$ cat src/rtl/multistep_align_shifter.sv
// Multi-cycle mantissa shifter: right align with guard/round/sticky capture,
// left shift, and normalise-to-leading-one, up to STEP positions per cycle.
module multistep_align_shifter #(
    parameter int WIDTH = 24,
    parameter int CNT_W = 8,
    parameter int STEP  = 1
) (
    input  logic             Clk,
    input  logic             Clear,
    input  logic             Start,
    input  logic [WIDTH-1:0] Data,
    input  logic [CNT_W-1:0] Count,
    input  logic [1:0]       Mode,
    output logic             Busy,
    output logic             Done,
    output logic [WIDTH-1:0] Result,
    output logic             Guard,
    output logic             Round,
    output logic             Sticky,
    output logic [CNT_W-1:0] Shift_amt,
    output logic             Zero
);

    typedef enum logic [1:0] {IDLE = 2'd0, SHIFT = 2'd1, DONE = 2'd2} state_t;
    typedef enum logic [1:0] {M_RIGHT = 2'b00, M_LEFT = 2'b01, M_NORM = 2'b10} mode_t;

    state_t           state_q, state_d;
    mode_t            mode_q, start_mode;
    logic [WIDTH-1:0] a_q, a_d;
    logic             g_q, r_q, s_q, g_d, r_d, s_d;
    logic [CNT_W-1:0] rem_q, amt_q, k;
    logic             zero_q, fin;
    logic             accept, big_r, big_l, fast_hit;

    assign accept    = (state_q == IDLE) && Start;
    assign Busy      = (state_q != IDLE);
    assign Done      = (state_q == DONE);
    assign Result    = a_q;
    assign Guard     = g_q;
    assign Round     = r_q;
    assign Sticky    = s_q;
    assign Shift_amt = amt_q;
    assign Zero      = zero_q;

    // Request decode and fast-path detection on the accepting cycle
    always_comb begin
        start_mode = M_RIGHT;
        case (Mode)
            2'b01:   start_mode = M_LEFT;
            2'b10:   start_mode = M_NORM;
            default: start_mode = M_RIGHT;
        endcase
        big_r    = (start_mode == M_RIGHT) && (int'(Count) >= WIDTH + 2);
        big_l    = (start_mode == M_LEFT)  && (int'(Count) >= WIDTH);
        fast_hit = (Count == '0) || big_r || big_l
                || ((start_mode == M_NORM) && ((Data == '0) || Data[WIDTH-1]));
    end

    // One SHIFT cycle: k = min(STEP, remaining[, leading zeros])
    always_comb begin
        int lz;
        int k_i;
        lz = WIDTH;
        for (int i = 0; i < WIDTH; i++)
            if (a_q[i]) lz = WIDTH - 1 - i;
        k_i = (int'(rem_q) < STEP) ? int'(rem_q) : STEP;
        if ((mode_q == M_NORM) && (lz < k_i)) k_i = lz;
        k = CNT_W'(k_i);

        a_d = a_q;
        g_d = g_q;
        r_d = r_q;
        s_d = s_q;
        case (mode_q)
            M_RIGHT: begin
                // k chained 1-bit steps keep G/R/S exact for any STEP
                for (int i = 0; i < STEP; i++) begin
                    if (i < k_i) begin
                        s_d = s_d | r_d;
                        r_d = g_d;
                        g_d = a_d[0];
                        a_d = a_d >> 1;
                    end
                end
            end
            default: a_d = a_q << k;
        endcase
        fin = (rem_q == k) || ((mode_q == M_NORM) && a_d[WIDTH-1]);
    end

    always_ff @(posedge Clk) begin
        if (Clear) state_q <= IDLE;
        else       state_q <= state_d;
    end

    always_comb begin
        state_d = state_q;
        case (state_q)
            IDLE:    if (Start) state_d = fast_hit ? DONE : SHIFT;
            SHIFT:   if (fin) state_d = DONE;
            DONE:    state_d = IDLE;
            default: state_d = IDLE;
        endcase
    end

    always_ff @(posedge Clk) begin
        if (Clear) begin
            mode_q <= M_RIGHT;
            a_q    <= '0;
            g_q    <= 1'b0;
            r_q    <= 1'b0;
            s_q    <= 1'b0;
            rem_q  <= '0;
            amt_q  <= '0;
            zero_q <= 1'b0;
        end else if (accept) begin
            mode_q <= start_mode;
            a_q    <= (big_r || big_l) ? '0 : Data;
            g_q    <= 1'b0;
            r_q    <= 1'b0;
            s_q    <= big_r ? (|Data) : 1'b0;
            rem_q  <= Count;
            amt_q  <= (start_mode == M_NORM) ? '0 : Count;
            zero_q <= (start_mode == M_NORM) && (Data == '0);
        end else if (state_q == SHIFT) begin
            a_q   <= a_d;
            g_q   <= g_d;
            r_q   <= r_d;
            s_q   <= s_d;
            rem_q <= rem_q - k;
            if (mode_q == M_NORM) amt_q <= amt_q + k;
        end
    end

endmodule

$ cat config.mk
export PLATFORM = sky130hd
export DESIGN_NAME = multistep_align_shifter
export DESIGN_NICKNAME = d
export VERILOG_FILES = /design/src/rtl/multistep_align_shifter.sv
export SDC_FILE = /design/constraint.sdc
export NUM_CORES = 1
export LEC_CHECK = 0
export CAP_MARGIN = 20
export CORE_MARGIN = 1.5
export CORE_UTILIZATION = 50
export DETAILED_ROUTE_END_ITERATION = 16
export PLACE_DENSITY = 0.82
export SLEW_MARGIN = 15
export SYNTH_ARGS = -nofsm -noshare
export SYNTH_HDL_FRONTEND = slang
export SYNTH_SLANG_ARGS = --single-unit
$ cat constraint.sdc
create_clock -name Clk -period 4.6 [get_ports Clk]
set_input_delay 0.46 -clock Clk [delete_from_list [all_inputs] [get_ports Clk]]
set_output_delay 0.46 -clock Clk [all_outputs]
set_load 0.01 [all_outputs]
==> impl_metrics.csv, run 1 <==
group,metric,value,unit
run_status,status,"finished clean",
critical_path,crit_slowest_cell,"or4_1",
finish,fillers,781,
route,vias_per_cell,6.74,
placed_design,io_buffers,74,
critical_path,cpMostUsedCell,"a21oi_1",
clock_tree,clock-sinks,48,
critical_path,worst-setup-path-type,"flip-flop to flip-flop",
finish,nNetsFinal,800,
placed_design,dp_hpwl,14700,um
timing,fin_tns_setup,0,ps
timing,finalCriticalPeriod,4380,ps
placed_design,place_area,5930,um2
synth,yosysTopAreaCellShare,20.3,%
floorplan,die_y,100,um
floorplan,start_util,51.5,%
critical_path,worstPathMaxFanout,5,
synth,synth-seq-cells,48,
placed_design,place_inst,844,
synth,syn_avg_cell_area,7.46,um2
floorplan,die-width,100,um
critical_path,arrival,4610,ps
route,first_pass_iters,5,
finish,final_cell_mix,"clkdlybuf4s50_1 (73), nor2_1 (66), a21oi_1 (66)",
global_routing,grt_max_degree,48,
route,wl_per_cell,22.6,um
timing,finClkSkew,4.18,ps
clock_tree,cts_buffers,5,
floorplan,die-area,10100,um2
clock_tree,clk_pin_slew_worst_paths,100,ps
power,total_leakage_power,2.43,nW
synth,yosysSeqAreaShare,20.3,%
timing,rsz0062_at_grt,"no",
floorplan,coreArea,9200,um2
worst_hold_path,hold_class,"flip-flop to flip-flop",
global_routing,gr-total-overflow,0,
timing,fmax,0.228,GHz
route,drt_iter0_markers,580,
route,drtAntennaViolNets,0,
clock_tree,htree_levels,2,
placed_design,gp_congestion,1.11,
critical_path,start_kind,"flip-flop",
timing,finalHoldViolCount,0,
critical_path,required,4830,ps
route,drc,0,
finish,synthToLayoutAreaGrowth,28.8,%
synth,synth_edf_count,0,
finish,postLayoutCellArea,6100,um2
synth,synthesis.area,4740,um2
global_routing,grt_antenna_before_repair,0,
timing,slew_violations,0,
synth,synthCells,635,
timing,slew_headroom,30.7,%
synth,async_reset_ff_share,0,%
finish,drive_gt1_share,16.4,%
clock_tree,cts_max_path_buffers,2,
finish,diodes,0,
run,maxCapViolations,0,
power,pwr_density_cell,362,nW/um2
synth,synth_top_cell_by_area,"dfxtp_1",
clock_tree,cts_tree,"done",
finish,utilization,66.4,%
synth,ys.flop_type,"dfxtp_1",
power,ir_drop,0.229,mV
synth,synth_warnings,0,
floorplan,rows,35,
timing,setup_violations,0,
route,routed_wl,19300,um
route,vias,5752,
synth,ys_types,80,
critical_path,cp-end-kind,"flip-flop",
global_routing,track_usage,38.7,%
finish,final_common_cell,"clkdlybuf4s50_1",
timing,worst_slew_pin_slew,1030,ps
critical_path,slowest_delay,560,ps
critical_path,path_cells,"or4_1 -> nor2b_1 -> nor2_1 -> nor2_2 -> ha_1 -> a21o_1 -> a211oi_4 -> buf_6 -> a21oi_1 -> o21bai_4 -> inv_4 -> ha_1 -> inv_1 -> fa_1 -> inv_1 -> a21oi_1 -> o21bai_1 -> a21o_1 -> a21oi_1 -> xnor2_1 -> a21oi_1 -> a211oi_2",
global_routing,grt_pass1_vias,5472,
clock_tree,clock_latency,310,ps
global_routing,grt_pass1_wl,30000,um
synth,synth.area.top_cells,"dfxtp_1 (20%), a21oi_1 (7.1%), mux2i_1 (6.1%)",
clock_tree,root_buffer,"clkbuf_8",
floorplan,pin_count,75,
finish,stdcell_count,854,
timing,period_share,95.2,%
## synth_stat cells, types with 3 or more instances
cell type	instances
a32oi_1	3
buf_2	10
and2_1	5
o31a_1	3
nor4_1	16
buf_4	3
o41ai_1	3
inv_1	24
a211oi_1	10
nand2b_1	8
nor2b_1	7
buf_1	3
clkbuf_1	28
o21ai_0	30
nand2_1	44
nor3b_1	6
o21ai_1	7
o211ai_1	11
a21oi_1	67
nand3b_1	3
nand3_1	19
a2111oi_2	4
nor2_1	67
xnor2_1	5
a2bb2oi_1	3
o221ai_1	3
a221oi_1	13
o211a_1	3
o21a_1	3
o32ai_1	3
mux2_2	14
nor3_1	27
or3_1	7
a22oi_1	5
a31oi_1	4
dfxtp_1	48
a21o_1	5
mux2i_1	29
ha_1	19
o21bai_1	4
## metrics by stage
stage / hold slack, ps / setup slack, ps / power [W]
finish: 467 / 222 / 0.00221
global route: 499 / 23.4 / 0.00232
CTS: 471 / 16.5 / 0.00215
detailed placement: 453 / 34.8 / 0.00181
global placement: 445 / 176 / 0.00180
floorplan: 452 / 55.5 / 0.00132
## worst max-delay path, delay by kind of cell, from the launching register on
kind,cells,cell delay (ps)
DFF,1,320
and+or+nand+nor,4,950
adders and majority gates,3,850
xor gates and xnor gates,1,190
AOI/OAI and AO/OA,10,1580
buffers and inverters,4,400
## sequential cells by signal (all words and copies together) (netlist names)
name,flops
mode_q,2
Round,1
rem_q,8
Shift_amt,8
Sticky,1
Zero,1
Result,24
state_q,2
Guard,1
## final cells by class
cell class                 count  area (um2)  share of cell area, %
timing repair buffer         139        1240                   20.3
inverter                      27         104                   1.70
sequential                    48         962                   15.8
tap                          111         139                   2.28
clock buffer                   5        68.8                   1.13
clock inverter                 3        50.0                  0.820
multi-input combinational    521        3540                   58.0
## final timing paths
check	slack [ps]	cells after the start	startpoint	to
worst max-delay path	220	22	Result[0]	Shift_amt[6]
worst min-delay path	470	2	Zero	Zero
worst max register to register	220	22	Result[0]	Shift_amt[6]
worst min register to register	470	2	Zero	Zero
## power by group
group | total [W] | switching, W | internal (W)
combinational | 0.00136 | 0.000810 | 0.000550
sequential | 0.000513 | 0.0000490 | 0.000464
clock | 0.000336 | 0.000168 | 0.000168
## metal layers
layer,up-vias,global-route usage [%],share of wire (%)
li1,2603,-,-
met1,2715,50.1,39
met2,352,63.0,46
met3,82,6.48,9.6
met4,0,18.1,5.1
met5,-,0,0
## timing repair
item | CTS | global route
setup endpoints to repair | 0 | 10
hold buffers | 0 | 0
buffers inserted | 0 | 2
gates resized for setup | 0 | 11
## logic make-up (layout without fill, tap and decap cells)
group	count (synthesis)	count (layout)	share of synthesized area (%)
AOI/OAI and AO/OA	217	217	32.5
xor gates and xnor gates	7	7	1.29
adders and majority gates	21	21	5.86
buffers and inverters	71	174	6.18
DFF	48	48	20.3
muxes	43	43	9.45
other	2	7	0.158
and+or+nand+nor	226	226	24.3
No activity file was read; power rests on OpenSTA's default activity.
==> run 2: changes to the inputs <==
--- a/config.mk
+++ b/config.mk
@@ -8,7 +8,9 @@
 export CAP_MARGIN = 20
 export CORE_MARGIN = 1.5
 export CORE_UTILIZATION = 50
+export CTS_CLUSTER_SIZE = 25
 export DETAILED_ROUTE_END_ITERATION = 16
+export MAX_ROUTING_LAYER = met4
 export PLACE_DENSITY = 0.82
 export SLEW_MARGIN = 15
 export SYNTH_ARGS = -nofsm -noshare
==> impl_metrics.csv, run 2 (synthesized netlist as in run 1, its figures left out) <==
group,metric,value,unit
power,total_leakage_power,2.41,nW
critical_path,worst-setup-path-type,"flip-flop to flip-flop",
global_routing,grt_pass1_wl,30800,um
power,pwr_density_cell,366,nW/um2
timing,slew_violations,0,
floorplan,coreArea,9200,um2
floorplan,rows,35,
clock_tree,root_buffer,"clkbuf_8",
timing,finClkSkew,7.02,ps
critical_path,cp-end-kind,"flip-flop",
timing,worst_slew_pin_slew,1020,ps
critical_path,required,4830,ps
critical_path,worstPathMaxFanout,6,
placed_design,io_buffers,74,
floorplan,die_y,100,um
timing,period_share,95.8,%
route,drt_iter0_markers,763,
finish,fillers,856,
worst_hold_path,hold_class,"flip-flop to flip-flop",
finish,stdcell_count,850,
critical_path,arrival,4640,ps
timing,slew_headroom,32.2,%
finish,drive_gt1_share,16.0,%
clock_tree,cts_max_path_buffers,2,
clock_tree,clock_latency,320,ps
critical_path,start_kind,"flip-flop",
run,maxCapViolations,0,
floorplan,die-width,100,um
timing,fin_tns_setup,0,ps
route,vias,5827,
clock_tree,clock-sinks,48,
placed_design,gp_congestion,1.09,
route,first_pass_iters,8,
global_routing,grt_max_degree,48,
placed_design,dp_hpwl,15100,um
finish,multi_input_area,3560,um2
route,vias_per_cell,6.86,
finish,diodes,0,
global_routing,grt_antenna_before_repair,0,
floorplan,die-area,10100,um2
finish,synthToLayoutAreaGrowth,28.3,%
route,wl_per_cell,23.4,um
floorplan,pin_count,75,
run_status,status,"finished clean",
power,ir_drop,0.192,mV
global_routing,track_usage,41.1,%
placed_design,place_inst,837,
floorplan,start_util,51.5,%
finish,final_common_cell,"clkdlybuf4s50_1",
clock_tree,htree_levels,2,
clock_tree,cts_tree,"done",
finish,largest_reg_flops,24,
finish,nNetsFinal,796,
timing,setup_violations,0,
route,routed_wl,19900,um
finish,final_cell_mix,"clkdlybuf4s50_1 (73), nor2_1 (67), a21oi_1 (66)",
finish,utilization,66.1,%
timing,fmax,0.227,GHz
clock_tree,clk_pin_slew_worst_paths,100,ps
clock_tree,cts_buffers,5,
route,drtAntennaViolNets,0,
clock_tree,cts_hold_buffers,0,
timing,finalHoldViolCount,0,
timing,finalCriticalPeriod,4410,ps
route,drc,0,
global_routing,gr-total-overflow,0,
finish,regArea,961,um2
global_routing,grt_pass1_vias,5676,
## run 2: stage by stage
stage                     total power, W  cell area (um2)  hold slack, ps  worst slack [ps]
after global placement           0.00178             5860             444               177
final                            0.00222             6080             480               193
after floorplan                  0.00132             4760             452              55.5
after CTS                        0.00215             5990             472              4.45
after global routing             0.00232             6080             484             -76.3
after detailed placement         0.00180             5860             454              -106
## run 2: where the power goes
part | internal, W | switching (W)
registers | 0.000464 | 0.0000486
clock network | 0.000178 | 0.000170
logic | 0.000540 | 0.000822
total | 0.00118 | 0.00104
## run 2: critical path: stages (launching register included)
cell and delay (ps):
dfxtp_1 330, or4_1 550, a21oi_1 190, o21ai_1 140, nand2_2 140, inv_2 80, ha_1 210, a21o_1 180
a211oi_4 230, buf_4 170, a21oi_1 80, o21bai_4 190, inv_4 100, ha_1 190, inv_1 60, fa_1 430
inv_1 90, a21oi_1 70, o21bai_1 210, a21o_1 150, a21oi_1 70, xnor2_1 150, a21oi_1 90, a211oi_1 220
## run 2: what timing repair did
action                                 in CTS  in global routing
endpoints found under the hold margin       0                  0
resized for setup                           1                 13
setup buffers                               0                  5
cloned                                      0                  0
pin swaps                                   0                  3
setup endpoints to repair                   3                 11
## run 2: final timing paths
| check | start | endpoint | slack (ps) | cells after the start |
|---|---|---|---|---|
| setup reg to reg | Result[0] | Shift_amt[6] | 190 | 23 |
| hold / removal | Zero | Zero | 480 | 2 |
| hold reg to reg | Zero | Zero | 480 | 2 |
| setup / recovery | Result[0] | Shift_amt[6] | 190 | 23 |
## run 2: metal layers
| layer | wire length [um] | vias up | global-route usage (%) |
|---|---|---|---|
| met5 | 0 | - | - |
| met2 | 9310 | 414 | 65.6 |
| met4 | 958 | 0 | 18.3 |
| li1 | - | 2589 | - |
| met3 | 2090 | 84 | 7.24 |
| met1 | 7560 | 2740 | 50.7 |
## run 2: cell type report
cell class	count	share of cell area [%]
Clock inverter	2	0.638
Multi-Input combinational cell	521	58.6
Sequential cell	48	15.8
Timing Repair Buffer	135	19.6
Clock buffer	6	1.36
Inverter	27	1.71
Tap cell	111	2.28
==> run 3: changes to the inputs <==
--- a/config.mk
+++ b/config.mk
@@ -10,9 +10,9 @@
 export CORE_UTILIZATION = 50
 export CTS_CLUSTER_SIZE = 25
 export DETAILED_ROUTE_END_ITERATION = 16
+export HOLD_SLACK_MARGIN = 0.15
 export MAX_ROUTING_LAYER = met4
-export PLACE_DENSITY = 0.82
-export SLEW_MARGIN = 15
+export PLACE_DENSITY = 0.78
 export SYNTH_ARGS = -nofsm -noshare
 export SYNTH_HDL_FRONTEND = slang
 export SYNTH_SLANG_ARGS = --single-unit
==> impl_metrics.csv, run 3 (synthesized netlist as in run 1, its figures left out) <==
group,metric,value,unit
run_status,status,"finished clean",
run,maxCapViolations,0,
floorplan,coreArea,9200,um2
critical_path,path_delay_family,"compound AO/OA/AOI/OAI gates",
critical_path,arrival,4600,ps
finish,multi_input_area,3550,um2
route,drc,0,
placed_design,io_buffers,74,
critical_path,worstPathMaxFanout,5,
clock_tree,clock_latency,310,ps
floorplan,rows,35,
clock_tree,cts_buffers,5,
global_routing,grt_pass1_vias,5745,
timing,fmax,0.228,GHz
placed_design,pre_cts_ws,81.9,ps
floorplan,start_util,51.5,%
clock_tree,htree_levels,2,
critical_path,required,4810,ps
critical_path,critical_path_buf_inv_count,2,
floorplan,die-area,10100,um2
critical_path,worst-setup-path-type,"flip-flop to flip-flop",
power,switching_share,46.9,%
finish,final_common_cell,"clkdlybuf4s50_1",
timing,period_share,95.4,%
power,pwr_density_cell,362,nW/um2
critical_path,start_kind,"flip-flop",
timing,finClkSkew,7.92,ps
route,vias_per_cell,6.94,
power,power.switching,0.00103,W
finish,largest_reg_flops,24,
clock_tree,root_buffer,"clkbuf_8",
finish,postLayoutCellArea,6070,um2
route,drtAntennaViolNets,0,
finish,regArea,961,um2
critical_path,slowest_delay,590,ps
power,p_comb_share,61.9,%
placed_design,place_inst,839,
timing,slew_headroom,32.7,%
placed_design,place_area,5880,um2
finish,fillers,793,
finish,stdcell_count,851,
critical_path,cpMostUsedCell,"a21oi_1",
clock_tree,cts_tree,"done",
critical_path,regToRegEndpoint,"Shift_amt[6]",
placed_design,dp_hpwl,15100,um
critical_path,rr_startpoint,"Result[0]",
critical_path,reg2reg_depth,19,
timing,finalHoldViolCount,0,
finish,nNetsFinal,797,
route,first_pass_iters,6,
critical_path,rrSetupSlack,210,ps
worst_hold_path,min_to,"Zero",
clock_tree,clk_pin_slew_worst_paths,100,ps
global_routing,grt_max_degree,48,
power,power_frac_seq,23.4,%
power,p_clk_share,14.6,%
critical_path,cp-startpoint,"Result[0]",
route,drt_iter0_markers,880,
floorplan,die_y,100,um
route,routed_wl,19800,um
floorplan,die-width,100,um
clock_tree,cts_max_path_buffers,2,
clock_tree,cts_hold_buffers,0,
timing,holdWs,474,ps
global_routing,gr-total-overflow,0,
finish,drive_gt1_share,16.2,%
global_routing,grt_antenna_before_repair,0,
finish,final_cell_mix,"clkdlybuf4s50_1 (73), nor2_1 (67), a21oi_1 (64)",
global_routing,grt_pass1_wl,30400,um
worst_hold_path,holdPathStages,2,
finish,diodes,0,
placed_design,gp_congestion,1.00,
route,vias,5905,
route,wl_per_cell,23.3,um
power,p_int,0.00117,W
worst_hold_path,min_from,"Zero",
power,total_leakage_power,2.41,nW
timing,slew_violations,0,
critical_path,crit_slowest_cell,"or4_1",
timing,worst_slew_pin_slew,1010,ps
worst_hold_path,hold_class,"flip-flop to flip-flop",
timing,finalCriticalPeriod,4390,ps
clock_tree,clock-sinks,48,
floorplan,pin_count,75,
global_routing,track_usage,40.3,%
critical_path,path_cells,"or4_1 -> nor2b_1 -> nor2_1 -> nor2_1 -> ha_1 -> a21o_1 -> a211oi_4 -> buf_4 -> nand3_1 -> or3_1 -> inv_1 -> ha_1 -> a21oi_1 -> o21bai_1 -> a21o_1 -> a21oi_1 -> xnor2_1 -> a21oi_1 -> a211oi_1",
critical_path,cp-end-kind,"flip-flop",
timing,setup_ws,210,ps
finish,synthToLayoutAreaGrowth,28.1,%
timing,setup_violations,0,
power,ir_drop,0.192,mV
## run 3: changes by cell type in the layout (fill, tap and decap cells not counted), moves of 2 or more
cell     before  now
a21oi_1      66   64
a21oi_2       1    3
inv_6         0    2
o21ai_0      27   29
o21ai_1      10    8
## run 3: stage by stage
stage,power (W),util (%),TNS [ps]
final,0.00220,66.0,0
after global routing,0.00231,66.0,-41.7
after CTS,0.00213,65.2,0
after detailed placement,0.00181,63.9,0
after global placement,0.00179,63.9,0
after floorplan,0.00132,-,0
## run 3: power by group through the flow
stage | registers [W] | clock network (W) | logic [W]
after floorplan | 0.000537 | 0 | 0.000781
after global placement | 0.000517 | 0 | 0.00127
after detailed placement | 0.000519 | 0 | 0.00129
after CTS | 0.000510 | 0.000323 | 0.00129
after global routing | 0.000519 | 0.000341 | 0.00144
final | 0.000515 | 0.000322 | 0.00136
## run 3: final cells by class
type / instances / area share, %
Tap cell: 111 / 2.29
Timing Repair Buffer: 136 / 19.8
Clock buffer: 5 / 1.13
Multi-Input combinational cell: 521 / 58.5
Inverter: 27 / 1.75
Sequential cell: 48 / 15.8
Clock inverter: 3 / 0.762
## run 3: worst max-delay path by stage
stage	to	slack, ps	cells past startpoint
final	Shift_amt[6]	210	19
after global routing	Shift_amt[7]	-20	20
after CTS	Shift_amt[6]	60	21
after detailed placement	Shift_amt[6]	80	22
after global placement	Shift_amt[6]	240	21
after floorplan	Shift_amt[6]	60	22
## run 3: what timing repair did
item / in CTS / in global routing
gates resized for setup: 0 / 11
setup buffers: 0 / 4
endpoints found under the setup margin: 0 / 9
## run 3: worst reg2reg max path, cell delays in order, from the launching register on
cell and delay (ps):
dfxtp_1 320, or4_1 590, nor2b_1 180, nor2_1 50
nor2_1 130, ha_1 290, a21o_1 220, a211oi_4 300
buf_4 170, nand3_1 80, or3_1 450, inv_1 120
ha_1 270, a21oi_1 190, o21bai_1 110, a21o_1 190
a21oi_1 170, xnor2_1 130, a21oi_1 80, a211oi_1 240
## run 3: metal layers
layer	share of wire (%)	global-route usage, %	up-vias
met3	12	5.78	105
met5	0	-	-
li1	-	-	2592
met4	5.4	19.3	0
met1	36	48.4	2770
met2	47	66.4	438
